## config.mk

```make
export PLATFORM = sky130hd
export DESIGN_NAME = vc_control
export DESIGN_NICKNAME = d
export VERILOG_FILES = /design/src/rtl/vc_control.sv
export SDC_FILE = /design/constraint.sdc
export NUM_CORES = 1
export LEC_CHECK = 0
export CAP_MARGIN = 20
export CORE_UTILIZATION = 25
export DETAILED_ROUTE_END_ITERATION = 6
export GPL_ROUTABILITY_DRIVEN = 0
export PLACE_DENSITY = 0.55
export SLEW_MARGIN = 30
export SYNTH_ARGS = -nofsm -noshare
export SYNTH_HDL_FRONTEND = slang
export SYNTH_SLANG_ARGS = --single-unit
export TNS_END_PERCENT = 100
```

## constraint.sdc

```tcl
create_clock -name clk -period 3.8 [get_ports clk]
set_clock_uncertainty 0.2 [all_clocks]
set_input_delay 0.57 -clock clk [delete_from_list [all_inputs] [get_ports clk]]
set_output_delay 0.57 -clock clk [all_outputs]
set_load 0.02 [all_outputs]
```

## src/rtl/vc_control.sv

```systemverilog
// vc_control: transaction sequencer for the victim cache datapath.
// Serves L1 evictions (fill, overwrite on hit, or write-back then fill),
// L1 miss lookups (hit from an entry or forward to the next level), and
// keeps saturating performance counters.
module vc_control #(
  parameter  int entries = 8,
  localparam int IW      = $clog2(entries)
) (
  input  logic          clk,
  input  logic          rst_n,
  input  logic          mem_read,
  input  logic          mem_write,
  output logic          mem_resp,
  output logic          pmem_read,
  output logic          pmem_write,
  input  logic          pmem_resp,
  input  logic          full,
  input  logic          hit,
  input  logic [IW-1:0] hit_idx,
  input  logic [IW-1:0] circular_idx,
  output logic [IW-1:0] idx,
  output logic          load,
  output logic          circular_inc,
  output logic          read_sel,
  output logic          out_sel,
  output logic [31:0]   rd_hits,
  output logic [31:0]   rd_misses,
  output logic [31:0]   writebacks
);

  typedef enum logic [2:0] {
    IDLE      = 3'd0,
    RD_HIT    = 3'd1,
    RD_MISS   = 3'd2,
    WR_HIT    = 3'd3,
    WRITEBACK = 3'd4,
    FILL      = 3'd5
  } state_t;

  state_t      state_q, state_d;
  logic [31:0] rd_hits_q, rd_hits_d;
  logic [31:0] rd_misses_q, rd_misses_d;
  logic [31:0] writebacks_q, writebacks_d;
  logic        hit_evt, miss_evt, wb_evt;

  // State and counter registers; reset abandons any in-flight transaction.
  always_ff @(posedge clk or negedge rst_n) begin
    if (!rst_n) begin
      state_q      <= IDLE;
      rd_hits_q    <= '0;
      rd_misses_q  <= '0;
      writebacks_q <= '0;
    end else begin
      state_q      <= state_d;
      rd_hits_q    <= rd_hits_d;
      rd_misses_q  <= rd_misses_d;
      writebacks_q <= writebacks_d;
    end
  end

  // Next state and Moore outputs; mem_resp in RD_MISS follows pmem_resp.
  always_comb begin
    state_d      = state_q;
    mem_resp     = 1'b0;
    pmem_read    = 1'b0;
    pmem_write   = 1'b0;
    idx          = '0;
    load         = 1'b0;
    circular_inc = 1'b0;
    read_sel     = 1'b0;
    out_sel      = 1'b0;
    hit_evt      = 1'b0;
    miss_evt     = 1'b0;
    wb_evt       = 1'b0;
    case (state_q)
      IDLE: begin
        if (mem_write) begin
          if (hit)        state_d = WR_HIT;
          else if (!full) state_d = FILL;
          else            state_d = WRITEBACK;
        end else if (mem_read) begin
          state_d = hit ? RD_HIT : RD_MISS;
        end
      end
      RD_HIT: begin
        idx      = hit_idx;
        read_sel = 1'b1;
        mem_resp = 1'b1;
        hit_evt  = 1'b1;
        state_d  = IDLE;
      end
      RD_MISS: begin
        pmem_read = 1'b1;
        if (pmem_resp) begin
          mem_resp = 1'b1;
          miss_evt = 1'b1;
          state_d  = IDLE;
        end
      end
      WR_HIT: begin
        idx      = hit_idx;
        load     = 1'b1;
        mem_resp = 1'b1;
        state_d  = IDLE;
      end
      WRITEBACK: begin
        idx        = circular_idx;
        out_sel    = 1'b1;
        pmem_write = 1'b1;
        if (pmem_resp) begin
          wb_evt  = 1'b1;
          state_d = FILL;
        end
      end
      FILL: begin
        idx          = circular_idx;
        load         = 1'b1;
        circular_inc = 1'b1;
        mem_resp     = 1'b1;
        state_d      = IDLE;
      end
      default: state_d = IDLE;
    endcase
  end

  // Saturating counter updates; a full counter holds rather than wrapping.
  always_comb begin
    rd_hits_d    = rd_hits_q;
    rd_misses_d  = rd_misses_q;
    writebacks_d = writebacks_q;
    if (hit_evt && (rd_hits_q != 32'hFFFF_FFFF))
      rd_hits_d = rd_hits_q + 32'd1;
    if (miss_evt && (rd_misses_q != 32'hFFFF_FFFF))
      rd_misses_d = rd_misses_q + 32'd1;
    if (wb_evt && (writebacks_q != 32'hFFFF_FFFF))
      writebacks_d = writebacks_q + 32'd1;
  end

  assign rd_hits    = rd_hits_q;
  assign rd_misses  = rd_misses_q;
  assign writebacks = writebacks_q;

endmodule

```

==> metrics.yaml <==
drive_gt1_share_pct: 7.11
syn_area_per_cell_sq_um: 10.6
clockBufferDepth: 2
ant_nets: 0
rr_startpoint: "writebacks[0]$_DFFE_PN0P_"
cts-resized-gates: 0
syn-cell-area_sq_mm: 0.00492
synth_nets: 481
nets: 603
num_vias: 4059
die_h_microns: 142
io_pins: 119
fin_tns_setup_ns: 0
seq_area_frac_synth_pct: 50.4
slew_headroom_pct: 45.0
grt_usage_pct: 13.3
synth_top_area_share_pct: 50.4
synth_top_cell_by_area: "dfrtp_1"
slew_viol_final: 0
layout_min_cycle_time_ns: 2.94
syn_to_final_growth_pct: 36.9
slowest_delay_ns: 0.61
yosysWarnings: 0
period_share_pct: 77.3
setup_violations: 0
start_util_pct: 25.9
antenna_found_initial: 0
hpwl_microns: 9430
cts_made_buffers: 9
wl_microns: 13000
outcome: "finished, final reports clean"
crit_slowest_cell: "dfrtp_1"
fmax_mhz: 341
post-cts-setup-buffer-count: 0
drc_errors: 0
clkTransAtPathRegs_ns: 0.07
drv_cap: 0
row_count: 50
synthTopCellsByCount: "dfrtp_1 (99), xnor2_1 (60), nand4_1 (50)"
synth_ff_type: "dfrtp_1"
vias_per_cell: 4.77
ir_drop_mv: 0.248
overflow: 0
cp-end-kind: "output port"
postCtsHoldBufs: 0
clock-root-buffer: "clkbuf_16"
h-tree-depth: 3
ys_seq_elements: 99
hold_viol_final: 0
n_antenna_cell: 0
cts_tree: "done"
synth_most_common_cell: "dfrtp_1"
synthArstFlopShare_pct: 100
core_sq_mm: 0.0190
worstPathArrival_ns: 2.17
leakage_nw: 2.74
numPortBuffers: 118
reg2reg_depth: 6
clk_latency_ns: 0.34
worstPathRequired_ns: 3.03
synth-edff-count: 0
r2r_end: "writebacks[1]$_DFFE_PN0P_"
r2r_slack_ns: 1.00
die_width_microns: 142
wl_per_cell_microns: 15.3
clock_sinks: 99
grt_max_degree: 79
synthTopCellsByArea: "dfrtp_1 (50%), xnor2_1 (11%), nand4_1 (6.4%), xor2_1 (5.2%), nand3_1 (3.8%)"
yosysUniqueCellTypes: 48
hold_path.class: "input port to asynchronous set/reset pin"
design.die.area_sq_mm: 0.0202
startpoint_type: "flop"
crit_chain: "inv_1 -> nor2_1 -> a22o_1 -> clkdlybuf4s50_1"
grt_first_pass_wirelength_microns: 21200
grt_pass1_vias: 3958
p_per_area_mw_per_mm2: 438
syn_inst: 464
rsz0062_at_grt: "false"
first_iter_violations: 231
critical_path.max_fanout: 13
cpLargestDelayFamily: "buffers and inverters"
path_class: "flop to output port"
cp_num_buf_inv: 2
timing.hold.ws_ns: 0.0584
dr.pass1.iters: 4
tightest_slew_ns: 0.818
cell families (layout without fill, tap and decap cells):
kind of cell,Yosys count,in the layout,synth area share (%)
DFF,99,99,50.4
adders and majority gates,4,4,1.02
muxes,4,4,0.915
buffers and inverters,19,146,1.65
AOI/OAI and AO/OA,25,25,3.92
and+or+nand+nor,224,224,26.3
xor gates and xnor gates,89,89,15.8
routing by layer:
layer  vias to the layer above  wire length [microns]  GRT usage, %
met1                      2008                   6240          18.5
li1                       1931                      -             -
met4                         0                    159          4.24
met2                       109                   5950          20.6
met3                        11                    691          2.83
met5                         -                      0             0
layout by cell type, fill, tap and decap left out, types with 6 or more instances in the layout:
cell | Yosys | final
nor3_1 | 17 | 17
nor2_1 | 23 | 23
nand2_1 | 31 | 31
nand3_1 | 37 | 37
nor4_1 | 12 | 12
dfrtp_1 | 99 | 99
and3_1 | 20 | 20
clkbuf_16 | 0 | 9
xor2_1 | 29 | 29
xnor2_1 | 60 | 60
inv_1 | 9 | 9
clkdlybuf4s50_1 | 0 | 117
nand4_1 | 50 | 50
a21oi_1 | 7 | 6
area by class of cell:
cell class / instances / area, sq um
multi-input combinational: 346 / 2360
sequential: 99 / 2480
clock buffer: 11 / 243
fill: 1959 / 12300
inverter: 9 / 33.8
clock inverter: 5 / 85.1
tap: 260 / 325
timing repair buffer: 121 / 1200
worst reg2reg max path, cell delays in order (launching register included):
cell and delay (ns):
dfrtp_1 0.45, ha_1 0.24, nand4_1 0.26, nor4_4 0.55
nand4_1 0.41, nand2_1 0.24, mux2_2 0.34
power breakdown:
group	switching, mW	total (mW)	leakage [nW]	internal (mW)
logic	0.330	0.646	1.22	0.316
clock network	0.415	1.01	0.156	0.599
registers	0.158	1.29	1.36	1.13
total	0.902	2.95	2.74	2.05
through the flow:
step	instance area [sq um]	power, mW	util, %	setup slack [ns]	cells
3_5_place_dp	6400	1.96	33.7	0.721	835
3_3_place_gp	6400	1.95	33.6	0.790	835
4_1_cts	6730	2.99	35.4	0.848	851
6_report	6730	2.95	35.4	0.863	851
5_1_grt	6730	3.10	35.4	0.712	851
2_1_floorplan	4920	1.63	-	1.31	464
sequential cells by signal, summed over array words and instances (netlist names):
register    count
rd_hits        32
rd_misses      32
state_q         3
writebacks     32
worst max-delay path by stage:
| stage | endpoint | cells after the start | startpoint |
|---|---|---|---|
| 3_3_place_gp | writebacks[31]$_DFFE_PN0P_ | 6 | pmem_resp |
| 4_1_cts | idx[2] | 4 | state_q[2]$_DFFE_PN0P_ |
| 6_report | idx[1] | 4 | state_q[2]$_DFFE_PN0P_ |
| 5_1_grt | idx[1] | 4 | state_q[2]$_DFFE_PN0P_ |
| 2_1_floorplan | writebacks[30]$_DFFE_PN0P_ | 6 | writebacks[0]$_DFFE_PN0P_ |
| 3_5_place_dp | writebacks[31]$_DFFE_PN0P_ | 6 | pmem_resp |
Note: power is estimated with default switching activity, not from simulation.
